<file path="config.mk">
export PLATFORM = sky130hd
export DESIGN_NAME = reg_demux_decoded
export DESIGN_NICKNAME = d
export VERILOG_FILES = /design/src/rtl/reg_demux_pkg.sv /design/src/rtl/reg_addr_decode.sv /design/src/rtl/reg_demux_decoded.sv
export SDC_FILE = /design/constraint.sdc
export NUM_CORES = 1
export LEC_CHECK = 0
export BUFFER_PORTS_ARGS = -buffer_cell sky130_fd_sc_hd__buf_2
export CAP_MARGIN = 40
export CORE_AREA = 3 3 173 175
export DETAILED_ROUTE_END_ITERATION = 10
export DIE_AREA = 0 0 176 178
export HOLD_SLACK_MARGIN = 0.03
export PLACE_DENSITY = 0.54
export SLEW_MARGIN = 0
export SYNTH_ARGS = -nofsm -noshare
export SYNTH_HDL_FRONTEND = slang
export SYNTH_HIERARCHICAL = 1
export SYNTH_SLANG_ARGS = --single-unit
</file>
<file path="constraint.sdc">
create_clock -name clk_i -period 3 [get_ports clk_i]
set_input_delay 0 -clock clk_i [delete_from_list [all_inputs] [get_ports clk_i]]
set_output_delay 0 -clock clk_i [all_outputs]
set_load 0.01 [all_outputs]
</file>
<file path="src/rtl/reg_demux_pkg.sv">
// reg_demux_pkg: register-bus typedef macros, demux FSM states and shared constants
`ifndef REG_BUS_TYPEDEF_REQ
`define REG_BUS_TYPEDEF_REQ(req_t, addr_t, data_t, strb_t) typedef struct packed { addr_t addr; logic write; data_t wdata; strb_t wstrb; logic valid; } req_t;
`endif
`ifndef REG_BUS_TYPEDEF_RSP
`define REG_BUS_TYPEDEF_RSP(rsp_t, data_t) typedef struct packed { data_t rdata; logic error; logic ready; } rsp_t;
`endif
`ifndef REG_RULE_TYPEDEF
`define REG_RULE_TYPEDEF(rule_t, idx_t, addr_t) typedef struct packed { idx_t idx; addr_t start_addr; addr_t end_addr; } rule_t;
`endif

package reg_demux_pkg;
   typedef enum logic [2:0] {IDLE, ACCESS, RESP, ERR, TOUT} state_e;
   localparam logic [31:0] ErrRdata = 32'h0;
   typedef logic [31:0] reg_addr_t;
   typedef logic [31:0] reg_data_t;
   typedef logic [3:0]  reg_strb_t;
   typedef logic [0:0]  reg_idx_t;
   `REG_BUS_TYPEDEF_REQ(reg_req_t, reg_addr_t, reg_data_t, reg_strb_t)
   `REG_BUS_TYPEDEF_RSP(reg_rsp_t, reg_data_t)
   `REG_RULE_TYPEDEF(reg_rule_t, reg_idx_t, reg_addr_t)
endpackage

</file>
<file path="src/rtl/reg_addr_decode.sv">
// reg_addr_decode: maps an address to a port index via a first-match rule table
module reg_addr_decode
   import reg_demux_pkg::*;
#(
   parameter int unsigned NoPorts = 2,
   parameter int unsigned NoRules = 2,
   parameter int unsigned AW      = 32,
   parameter int unsigned IdxW    = NoPorts > 1 ? $clog2(NoPorts) : 1,
   parameter type         rule_t  = reg_rule_t
)(
   input  logic [AW-1:0]   addr_i,
   input  rule_t           addr_map_i [NoRules],
   output logic [IdxW-1:0] idx_o,
   output logic            hit_o
);
   // Scan from the top so the lowest-numbered match is the one left standing.
   always_comb begin
      idx_o = '0;
      hit_o = 1'b0;
      for (int r = NoRules - 1; r >= 0; r--) begin
         if (addr_i >= addr_map_i[r].start_addr && addr_i < addr_map_i[r].end_addr) begin
            idx_o = IdxW'(addr_map_i[r].idx);
            hit_o = int'(addr_map_i[r].idx) < int'(NoPorts);
         end
      end
   end
endmodule

</file>
<file path="src/rtl/reg_demux_decoded.sv">
// reg_demux_decoded: one register-bus initiator fanned out to NoPorts targets by address decode
module reg_demux_decoded
   import reg_demux_pkg::*;
#(
   parameter int unsigned NoPorts       = 2,
   parameter int unsigned NoRules       = 2,
   parameter int unsigned AW            = 32,
   parameter int unsigned DW            = 32,
   parameter int unsigned TimeoutCycles = 256,
   parameter type         req_t         = reg_req_t,
   parameter type         rsp_t         = reg_rsp_t,
   parameter type         rule_t        = reg_rule_t
)(
   input  logic  clk_i,
   input  logic  rst_i,
   input  rule_t addr_map_i [NoRules],
   input  req_t  in_req_i,
   output rsp_t  in_rsp_o,
   output req_t  out_req_o [NoPorts],
   input  rsp_t  out_rsp_i [NoPorts],
   output logic  timeout_o
);
   localparam int unsigned IdxW = NoPorts > 1 ? $clog2(NoPorts) : 1;
   localparam int unsigned CntW = TimeoutCycles > 1 ? $clog2(TimeoutCycles) : 1;

   state_e          state_q, state_d;
   req_t            req_q, req_d;
   logic [IdxW-1:0] idx_q, idx_d, dec_idx;
   logic [CntW-1:0] cnt_q, cnt_d;
   logic [DW-1:0]   rdata_q, rdata_d;
   logic            error_q, error_d, dec_hit;

   reg_addr_decode #(
      .NoPorts (NoPorts),
      .NoRules (NoRules),
      .AW      (AW),
      .IdxW    (IdxW),
      .rule_t  (rule_t)
   ) i_decode (
      .addr_i     (in_req_i.addr),
      .addr_map_i (addr_map_i),
      .idx_o      (dec_idx),
      .hit_o      (dec_hit)
   );

   always_comb begin
      state_d = state_q;
      req_d   = req_q;
      idx_d   = idx_q;
      cnt_d   = cnt_q;
      rdata_d = rdata_q;
      error_d = error_q;
      case (state_q)
         IDLE: begin
            if (in_req_i.valid && dec_hit) begin
               req_d       = in_req_i;
               req_d.valid = 1'b0;
               idx_d       = dec_idx;
               cnt_d       = '0;
               state_d     = ACCESS;
            end else if (in_req_i.valid) begin
               state_d = ERR;
            end
         end
         ACCESS: begin
            // Ready wins over the timeout limit when both land in the same cycle.
            if (out_rsp_i[idx_q].ready) begin
               rdata_d = out_rsp_i[idx_q].rdata;
               error_d = out_rsp_i[idx_q].error;
               state_d = RESP;
            end else if (cnt_q == CntW'(TimeoutCycles - 1)) begin
               state_d = TOUT;
            end else begin
               cnt_d = cnt_q + 1'b1;
            end
         end
         default: state_d = IDLE;
      endcase
   end

   always_comb begin
      in_rsp_o       = '0;
      in_rsp_o.ready = state_q == RESP || state_q == ERR || state_q == TOUT;
      in_rsp_o.rdata = state_q == RESP ? rdata_q : DW'(ErrRdata);
      in_rsp_o.error = state_q == RESP ? error_q : (state_q == ERR || state_q == TOUT);
      for (int p = 0; p < int'(NoPorts); p++) begin
         out_req_o[p]       = req_q;
         out_req_o[p].valid = state_q == ACCESS && idx_q == IdxW'(p);
      end
      timeout_o = state_q == TOUT;
   end

   always_ff @(posedge clk_i) begin
      if (rst_i) begin
         state_q <= IDLE;
         req_q   <= '0;
         idx_q   <= '0;
         cnt_q   <= '0;
         rdata_q <= '0;
         error_q <= 1'b0;
      end else begin
         state_q <= state_d;
         req_q   <= req_d;
         idx_q   <= idx_d;
         cnt_q   <= cnt_d;
         rdata_q <= rdata_d;
         error_q <= error_d;
      end
   end
endmodule
</file>
* After elaboration in Yosys (flattened, before gate mapping)
Index checks and enable logic that the tools add are counted.
Word-level totals: flip-flop bits (word level) 114, bits of input ports 270, output and inout bits 175, logic and storage cells 59
Cells by class: $add $sub $neg 1, magnitude comparators 5, equal/unequal tests 10, multiplexer cells 18, bitwise operators 2, reduce and logical (&&, ||, !) cells 14
Operator list (number):
- $mux W34 | 3
- $ge A32 B32 Y1 | 2
- $lt A32 B32 Y1 | 2
- $mux W32 | 1
- $mux W8 | 3
- $pmux W8 S2 | 1
- $mux W3 | 4
- $add A8 B1 Y8 const B | 1
- $eq A8 B8 Y1 const B | 1
- $eq A3 B2 Y1 const B | 2
- $ne A2 B2 Y1 const B | 3
- $ne A3 B3 Y1 const B | 2
- $pmux W3 S2 | 1
- $reduce_and A2 Y1 | 3
- $logic_and A1 B1 Y1 | 5
- $mux W1 | 5
- $reduce_and A4 Y1 | 1
- $eq A3 B1 Y1 const B | 1
- $eq A3 B3 Y1 const B | 1
- $logic_not A3 Y1 | 1
- $logic_or A1 B1 Y1 | 3
- $ge A2 B2 Y1 const B | 1
- $not A1 Y2 | 1
- $reduce_bool A2 Y1 | 1
- $not A1 Y1 | 1

* Depth between registers and ports, before layout
Gate-level depths: netlist of the first run.
word-level depth 7, gate-level depth with buffers 14, depth with buffers taken out 12

* Hierarchy
Netlist of the first run, hierarchy kept.
Modules (own cells, without submodules):
- reg_demux_decoded | times used 1, cells an instance 635, area an instance 5223.8 µm², seq. area each 2282.2 µm²
- reg_addr_decode | times used 1, cells an instance 439, area an instance 3173.0 µm², seq. area each 0.0 µm²

* Worst setup path after synthesis of the first run
No wires, ideal clock.
kind input port to flip-flop, start in addr_map_i[9] (netlist bit), end reg cnt_q[4], library setup time 0.070 ns, arrival time 2.282 ns, data required time 2.930 ns, setup slack 0.647 ns, stages 11, path buffers 0, cells stage by stage inv_1 ha_1 a21oi_2 nor2b_1 a2111oi_4 a311oi_2 a2111oi_4 a21o_1 a32oi_2 or4_1 a21oi_1
Between the ends: word-level cells in the longest chain between the ends 7
Ends and longest elaborated chain:
- start, declared | RTL line reg_demux_decoded.sv:16 | input rule_t addr_map_i [NoRules],
- $lt A32 B32 Y1 | RTL line reg_addr_decode.sv:21 | if (addr_i >= addr_map_i[r].start_addr && addr_i < addr_map_i[r].end_addr) begin
- $logic_and A1 B1 Y1 | RTL line reg_addr_decode.sv:21
- $mux W1 (2 in a row) | RTL line reg_addr_decode.sv:21
- net dec_hit | RTL line reg_demux_decoded.sv:31 | logic error_q, error_d, dec_hit;
- $logic_and A1 B1 Y1 | RTL line reg_demux_decoded.sv:55 | if (in_req_i.valid && dec_hit) begin
- $ne A2 B2 Y1 (no source line)
- $reduce_and A4 Y1 (no source line)
- end signal, assigned | RTL line reg_demux_decoded.sv:105 | cnt_q <= cnt_d;
- end, declared | RTL line reg_demux_decoded.sv:29 | logic [CntW-1:0] cnt_q, cnt_d;
The timed path passes the listed nets, and every way through them passes these cells. A chain may end at the register's enable or synchronous reset.

* Worst setup path after layout of the first run
start in in_req_i[48] (netlist bit), end reg idx_q
Between the ends: elaborated cells on any way between the ends 12, classes of those cells order compare: 4; mux: 4; reduce/logical: 4
RTL lines:
- start, declared | RTL line reg_demux_decoded.sv:17 | input req_t in_req_i,
- $ge A32 B32 Y1 / $lt A32 B32 Y1 (equally long branches) | RTL line reg_addr_decode.sv:21
- $logic_and A1 B1 Y1 | RTL line reg_addr_decode.sv:21
- $mux W1 | RTL line reg_addr_decode.sv:21
- $mux W1 (*) | RTL line reg_addr_decode.sv:21
- net dec_idx | RTL line reg_demux_decoded.sv:28 | logic [IdxW-1:0] idx_q, idx_d, dec_idx;
- end signal, assigned | RTL line reg_demux_decoded.sv:104 | idx_q <= idx_d;
- end, declared | RTL line reg_demux_decoded.sv:28
The timed path passes the listed nets; every way through them passes the cells marked *.

==> results of run 1 <==
-- registers in the layout, indices dropped and copies added, names as in the netlist --
| register | count |
|---|---|
| idx_q | 1 |
| error_q | 1 |
| out_req_o | 69 |
| state_q | 3 |
| rdata_q | 32 |
| cnt_q | 8 |
-- power by group through the flow --
| stage | sequential [W] | clock, W | combinational (W) |
|---|---|---|---|
| 2_1_floorplan | 0.00175 | 0 | 0.000762 |
| 3_3_place_gp | 0.00173 | 0 | 0.00128 |
| 3_5_place_dp | 0.00174 | 0 | 0.00129 |
| 4_1_cts | 0.00170 | 0.00220 | 0.00145 |
| 5_1_grt | 0.00172 | 0.00227 | 0.00163 |
| 6_report | 0.00170 | 0.00211 | 0.00146 |
-- per-layer routing --
layer	wire [um]	vias up	share of wire, %	global-route usage [%]
met5	7	-	0.023	0
met4	603	2	2.0	5.05
met3	1610	36	5.2	3.70
met2	15700	315	51	33.9
met1	12900	4149	42	22.6
li1	-	4619	-	-
-- metrics by stage --
step	total power, W	std cells	area, um2	utilization (%)
detailed placement	0.00302	1808	10600	37.0
global placement	0.00301	1808	10600	37.0
CTS	0.00535	1980	12600	44.0
floorplan	0.00251	1074	8400	-
global route	0.00562	1982	12700	44.2
finish	0.00528	1982	12700	44.2
-- cells by family (layout without fill, tap and decap cells) --
kind of cell | after synthesis | after routing
DFF | 114 | 114
and+or+nand+nor | 321 | 321
adders and majority gates | 127 | 127
AOI/OAI and AO/OA | 235 | 235
buffers and inverters | 243 | 764
other | 0 | 3
muxes | 34 | 34
-- synthesized netlist by cell type (all sizes together), types with 5 or more instances --
| cell type | instances |
|---|---|
| mux2i | 34 |
| nand2 | 174 |
| inv | 132 |
| nand4 | 13 |
| a211oi | 38 |
| a21oi | 117 |
| a21o | 17 |
| o211ai | 5 |
| buf | 88 |
| ha | 127 |
| nand3 | 14 |
| dfxtp | 114 |
| clkbuf | 23 |
| and4 | 5 |
| nor2 | 53 |
| o21ai | 23 |
| nor3 | 9 |
| and2 | 34 |
-- layout make-up --
type	count	share of cell area, %
multi-input combinational	717	39.2
timing repair buffer	600	30.2
sequential	114	18.0
inverter	132	3.91
tap	384	3.79
clock buffer	18	3.39
clock inverter	14	1.40
antenna	3	0.0593
-- critical path: cells and delay by family --
family	cells	cell delay, ns
compound gates	5	0.89
buf+inv	3	1.28
fa+ha+maj	1	0.31
simple gates	4	0.62
-- repair_timing --
action,in CTS,in global routing
endpoints found under the hold margin,106,0
setup endpoints to repair,0,78
resized for setup,0,16
hold buffers,140,0
-- worst paths after layout --
check                           depth (start not counted)             to  slack, ns          start
worst max-delay path                                   13          idx_q       0.15   in_req_i[48]
worst min-delay path                                    4     state_q[0]       0.07   out_rsp_i[0]
worst max register to register                          5       cnt_q[7]       0.82          idx_q
worst min register to register                          2  out_req_o[23]       0.46  out_req_o[23]
==> metrics.txt, run 1 <==
Die Y-Extent 178 um; share of cells above drive strength 1 32.2%; syn nets 1,471; 1st-iter DRT viols 320; post-synthesis sequential area ratio 27.2%; Seq pwr share 32.3%; sequential cell area 0.00228 mm2; area share of and/or/nand/nor cells after synthesis 17.5%; mapped cell area 0.00840 mm2; RSZ-0062 raised after global routing false; Sink Count 114; TritonCTS clock tree yes; largest family of logic cells by synthesized area adder cells; pre-CTS worst setup slack 0.00948 ns; port bufs 444; CP max stage delay 0.57 ns; share of flip-flops with an asynchronous set or reset 0%; initial core utilization 29.3%; GR Overflow Total 0; setup violators final 0; VDD IR-drop max 333 uV; final WL 30,900 um; HP Class in -> reg; share of the synthesized area in the top cell type 27.2%; slew margin rel. 40.5%; switching power 0.00163 W; setup ws final 0.148 ns; worst skew pair latency 0.42 ns; skew final 0.0193 ns; crit path DAT 3.11 ns; fillers 2,930; Placer Congestion 0.856; mean post-synth cell area 7.82 um2; Primary FF master, synth dfxtp_1; Post-Syn Instances 1,074; commonest non-fill, non-tap cell in the layout buf_2; Synth cell types 61; GRT Util Overall 18.7%; CP cell instances dlygate4sd3_1 -> buf_2 -> ha_1 -> nand3_1 -> nor3_2 -> o2111ai_1 -> a311oi_2 -> a2111oi_4 -> nand3_2 -> o21ai_2 -> dlygate4sd3_1 -> nand2_1 -> a21oi_1; clk root buf clkbuf_16; Die ar. 0.0313 mm2; worst-path fanout max 5; Routed Antenna Nets 0; Int Pwr 0.00364 W; vias after detailed routing 9,121; logic gate share of total power 27.7%; Synth area leader dfxtp_1; hpwl dp 23,600 um; outcome finished, final reports clean; DR pass1 iterations 7; vias per cell 4.60; post-synthesis mux area share 4.20%; footprint of the multi-input gates 0.00497 mm2; clk buf depth 2; Synth area leaders dfxtp_1 27%, ha_1 19%, nand2_1 7.7%; TritonCTS buffer count 17; hold_ws 0.0719 ns; worst-margin pin slew 0.886 ns; most frequent CP cell dlygate4sd3_1; min cycle time layout 2.85 ns; area share of fa/ha/maj cells after synthesis 18.9%; final routed DRC violation total 0; fmax 0.351 GHz; Area growth syn-to-layout 50.8%; Yosys Warn Count 6; pwr dens 417 mW/mm2; Slew Limit Fails 0; layout net count 1,979; sw frac 31.0%; clock network fraction of design power 40.0%; post-CTS setup buffers 0; Post-Synth XOR/XNOR Area 0%; Die W 176 um; endpoint class of the critical path register; maximum capacitance violations 0; clk slew on worst S/H paths 0.06 ns; Ports 445; leak pwr 6.52 nW; H-tree depth 4; vias in the first global route 8,904; Post-synth EDFFs 0; first-pass GRT wire length 46,500 um; std cell rows 62; WP data required 3.26 ns; register bit count reported by yosys 114; core area 0.0286 mm2; Setup TNS 0 ns; Worst path slowest cell dlygate4sd3_1; CP Class in -> reg; crit share post-route 95.1%; final hold vios 0; complex-gate fraction of the synthesized area 17.8%; pin count of the biggest net entering global routing 49; most frequent cells in the layout 440 x buf_2, 173 x nand2_1, 139 x dlygate4sd3_1; critical path launch point type primary input; mean routed wirelength per cell 15.6 um; antenna violations before repair 4
No activity file was read; power rests on OpenSTA's default activity.
==> inputs of run 2 (changes only) <==
--- a/config.mk
+++ b/config.mk
@@ -12,6 +12,7 @@
 export DIE_AREA = 0 0 176 178
 export HOLD_SLACK_MARGIN = 0.03
 export PLACE_DENSITY = 0.54
+export RECOVER_POWER = 50
 export SLEW_MARGIN = 0
 export SYNTH_ARGS = -nofsm -noshare
 export SYNTH_HDL_FRONTEND = slang
==> constraint.sdc (replaced) <==
create_clock -name clk_i -period 3 [get_ports clk_i]
set_input_delay 0 -clock clk_i [delete_from_list [all_inputs] [get_ports clk_i]]
set_output_delay 0 -clock clk_i [all_outputs]
set_load 0.005 [all_outputs]
==> metrics.txt, run 2 (same netlist as run 1, synthesis figures left out) <==
fillers 2,931 (was 2,930); crit path DAT 3.18 ns (was 3.11 ns); clk slew on worst S/H paths 0.05 ns (was 0.06 ns); slew margin rel. 18.3% (was 40.5%); Layout Cells excl Fill 1,983 (was 1,982); r2r setup slk 0.54 ns (was 0.82 ns); 1st-iter DRT viols 393 (was 320); min cycle time layout 2.86 ns (was 2.85 ns); crit share post-route 95.3% (was 95.1%); final instance area 0.0126 mm2 (was 0.0127 mm2); CP cell instances dlygate4sd3_1 -> buf_2 -> ha_1 -> nand3_1 -> nor3_2 -> a2111oi_4 -> a311oi_2 -> a2111oi_4 -> a21o_4 -> a32oi_2 -> buf_4 -> or4_1 -> a21oi_1 (was dlygate4sd3_1 -> buf_2 -> ha_1 -> nand3_1 -> nor3_2 -> o2111ai_1 -> a311oi_2 -> a2111oi_4 -> nand3_2 -> o21ai_2 -> dlygate4sd3_1 -> nand2_1 -> a21oi_1); worst-path fanout max 10 (was 5); commonest non-fill, non-tap cell in the layout buf_2 (unchanged); Placer Congestion 0.853 (was 0.856); R2R cell count 4 (was 5); final routed DRC violation total 0 (unchanged); hpwl dp 23,600 um (about the same); final WL 30,800 um (was 30,900 um); share of cells above drive strength 1 27.7% (was 32.2%); endpoint class of the critical path register (unchanged); HP Class in -> reg (unchanged); TritonCTS clock tree yes (unchanged); antenna violations before repair 6 (was 4); worst skew pair latency 0.41 ns (was 0.42 ns); port bufs 444 (unchanged); Ports 445 (unchanged); vias per cell 4.62 (was 4.60); hold_ws 0.0780 ns (was 0.0719 ns); RSZ-0062 raised after global routing false (unchanged); Area growth syn-to-layout 49.7% (was 50.8%); Sink Count 114 (unchanged); Setup TNS 0 ns (unchanged); core area 0.0286 mm2 (unchanged); mean routed wirelength per cell 15.5 um (was 15.6 um); top cell family by delay on the critical path compound AO/OA/AOI/OAI gates (was buffers and inverters); R2R Path Start idx_q (unchanged); placed cells 1,808 (unchanged); first-pass GRT wire length 46,700 um (was 46,500 um); CP Class in -> reg (unchanged); pwr dens 413 mW/mm2 (was 417 mW/mm2); maximum capacitance violations 0 (unchanged); H-tree depth 4 (unchanged); CP max stage delay 0.54 ns (was 0.57 ns); hold path endpoint state_q[0] (unchanged); worst hold path stage count 4 (unchanged); std cell rows 62 (unchanged); critical path launch point type primary input (unchanged); final hold vios 0 (unchanged); critical path depth 13 (unchanged); Slew Limit Fails 0 (unchanged); Die ar. 0.0313 mm2 (unchanged); initial core utilization 29.3% (unchanged); Worst path slowest cell dlygate4sd3_1 (unchanged); TritonCTS buffer count 17 (unchanged); Die Y-Extent 178 um (unchanged); GRT Util Overall 18.8% (was 18.7%); GR Overflow Total 0 (unchanged); Routed Antenna Nets 0 (unchanged); HP Start out_rsp_i[0] (unchanged); VDD IR-drop max 341 uV (was 333 uV); setup violators final 0 (unchanged); RR Endpoint rdata_q[19] (was cnt_q[7]); vias after detailed routing 9,160 (was 9,121); most frequent cells in the layout 370 x buf_2, 173 x nand2_1, 140 x dlygate4sd3_1 (was 440 x buf_2, 173 x nand2_1, 139 x dlygate4sd3_1); Die W 176 um (unchanged); most frequent CP cell a2111oi_4 (was dlygate4sd3_1); layout net count 1,980 (was 1,979); clk root buf clkbuf_16 (unchanged); leak pwr 6.21 nW (was 6.52 nW); pin count of the biggest net entering global routing 49 (unchanged); max reg flops 69 (unchanged); worst-margin pin slew 1.23 ns (was 0.886 ns); post-CTS setup buffers 0 (unchanged); clk buf depth 2 (unchanged); fmax 0.350 GHz (was 0.351 GHz); skew final 0.0191 ns (was 0.0193 ns); Placed Area 0.0106 mm2 (about the same); DR pass1 iterations 5 (was 7); vias in the first global route 8,944 (was 8,904); outcome finished, final reports clean (unchanged); worst path bufs/invs 3 (unchanged); WP data required 3.32 ns (was 3.26 ns)
-- run 2: changes by cell type in the layout (fill, tap and decap cells not counted), sizes merged --
cell          previous run  this run
clkinvlp                 4         2
diode                    3         4
inv                    136       134
dlygate4sd3            139       140
dlymetal6s4s             1         0
buf                    459       388
clkinv                   3         7
clkbuf                  19        90
-- run 2: layout make-up --
cell class	instances	area (um2)	share of cell area, %
Multi-Input combinational cell	717	4960	39.5
Antenna cell	4	10.0	0.0796
Timing Repair Buffer	601	3730	29.7
Sequential cell	114	2280	18.2
Clock inverter	14	183	1.45
Clock buffer	17	425	3.38
Inverter	132	495	3.94
Tap cell	384	480	3.82
-- run 2: power by group --
group | leakage (nW) | switching, W | internal (W) | total [W]
clock | 0.291 | 0.000790 | 0.00132 | 0.00211
sequential | 0.927 | 0.0000833 | 0.00162 | 0.00171
combinational | 4.99 | 0.000706 | 0.000679 | 0.00138
total | 6.21 | 0.00158 | 0.00362 | 0.00520
-- run 2: through the flow --
step           power, W  utilization [%]  worst slack [ns]
2_1_floorplan   0.00245                -             0.647
3_3_place_gp    0.00295             37.0             0.202
3_5_place_dp    0.00297             37.0            0.0942
4_1_cts         0.00528             44.1            0.0191
5_1_grt         0.00553             43.9            0.0125
6_report        0.00520             43.9             0.140
-- run 2: worst max path at each step --
stage / startpoint / end / slack (ns)
floorplan: addr_map_i[9] / cnt_q[4] / 0.65
global placement: in_req_i[59] / cnt_q[4] / 0.20
detailed placement: in_req_i[59] / cnt_q[4] / 0.09
CTS: in_req_i[61] / cnt_q[4] / 0.02
global route: in_req_i[46] / cnt_q[4] / 0.01
finish: in_req_i[48] / cnt_q[4] / 0.14
-- run 2: worst register-to-register path, cell delays in order, from the launching register on --
cell and delay, ns:
dfxtp_2 0.37, clkbuf_2 0.90, mux2i_1 0.25, dlygate4sd3_1 0.63, a211oi_1 0.24
-- run 2: per-layer routing --
metal / GRT usage (%) / up-vias / share of wire, %
met3: 3.49 / 46 / 5.2
met2: 34.5 / 314 / 51
met5: 0 / - / 0.068
met4: 4.65 / 4 / 1.8
met1: 22.5 / 4175 / 42
li1: - / 4621 / -
-- run 2: repair_timing --
action / CTS / global route
setup endpoints to repair: 0 / 78
resized for setup: 0 / 9
endpoints found under the hold margin: 106 / 0
hold buffers: 140 / 0
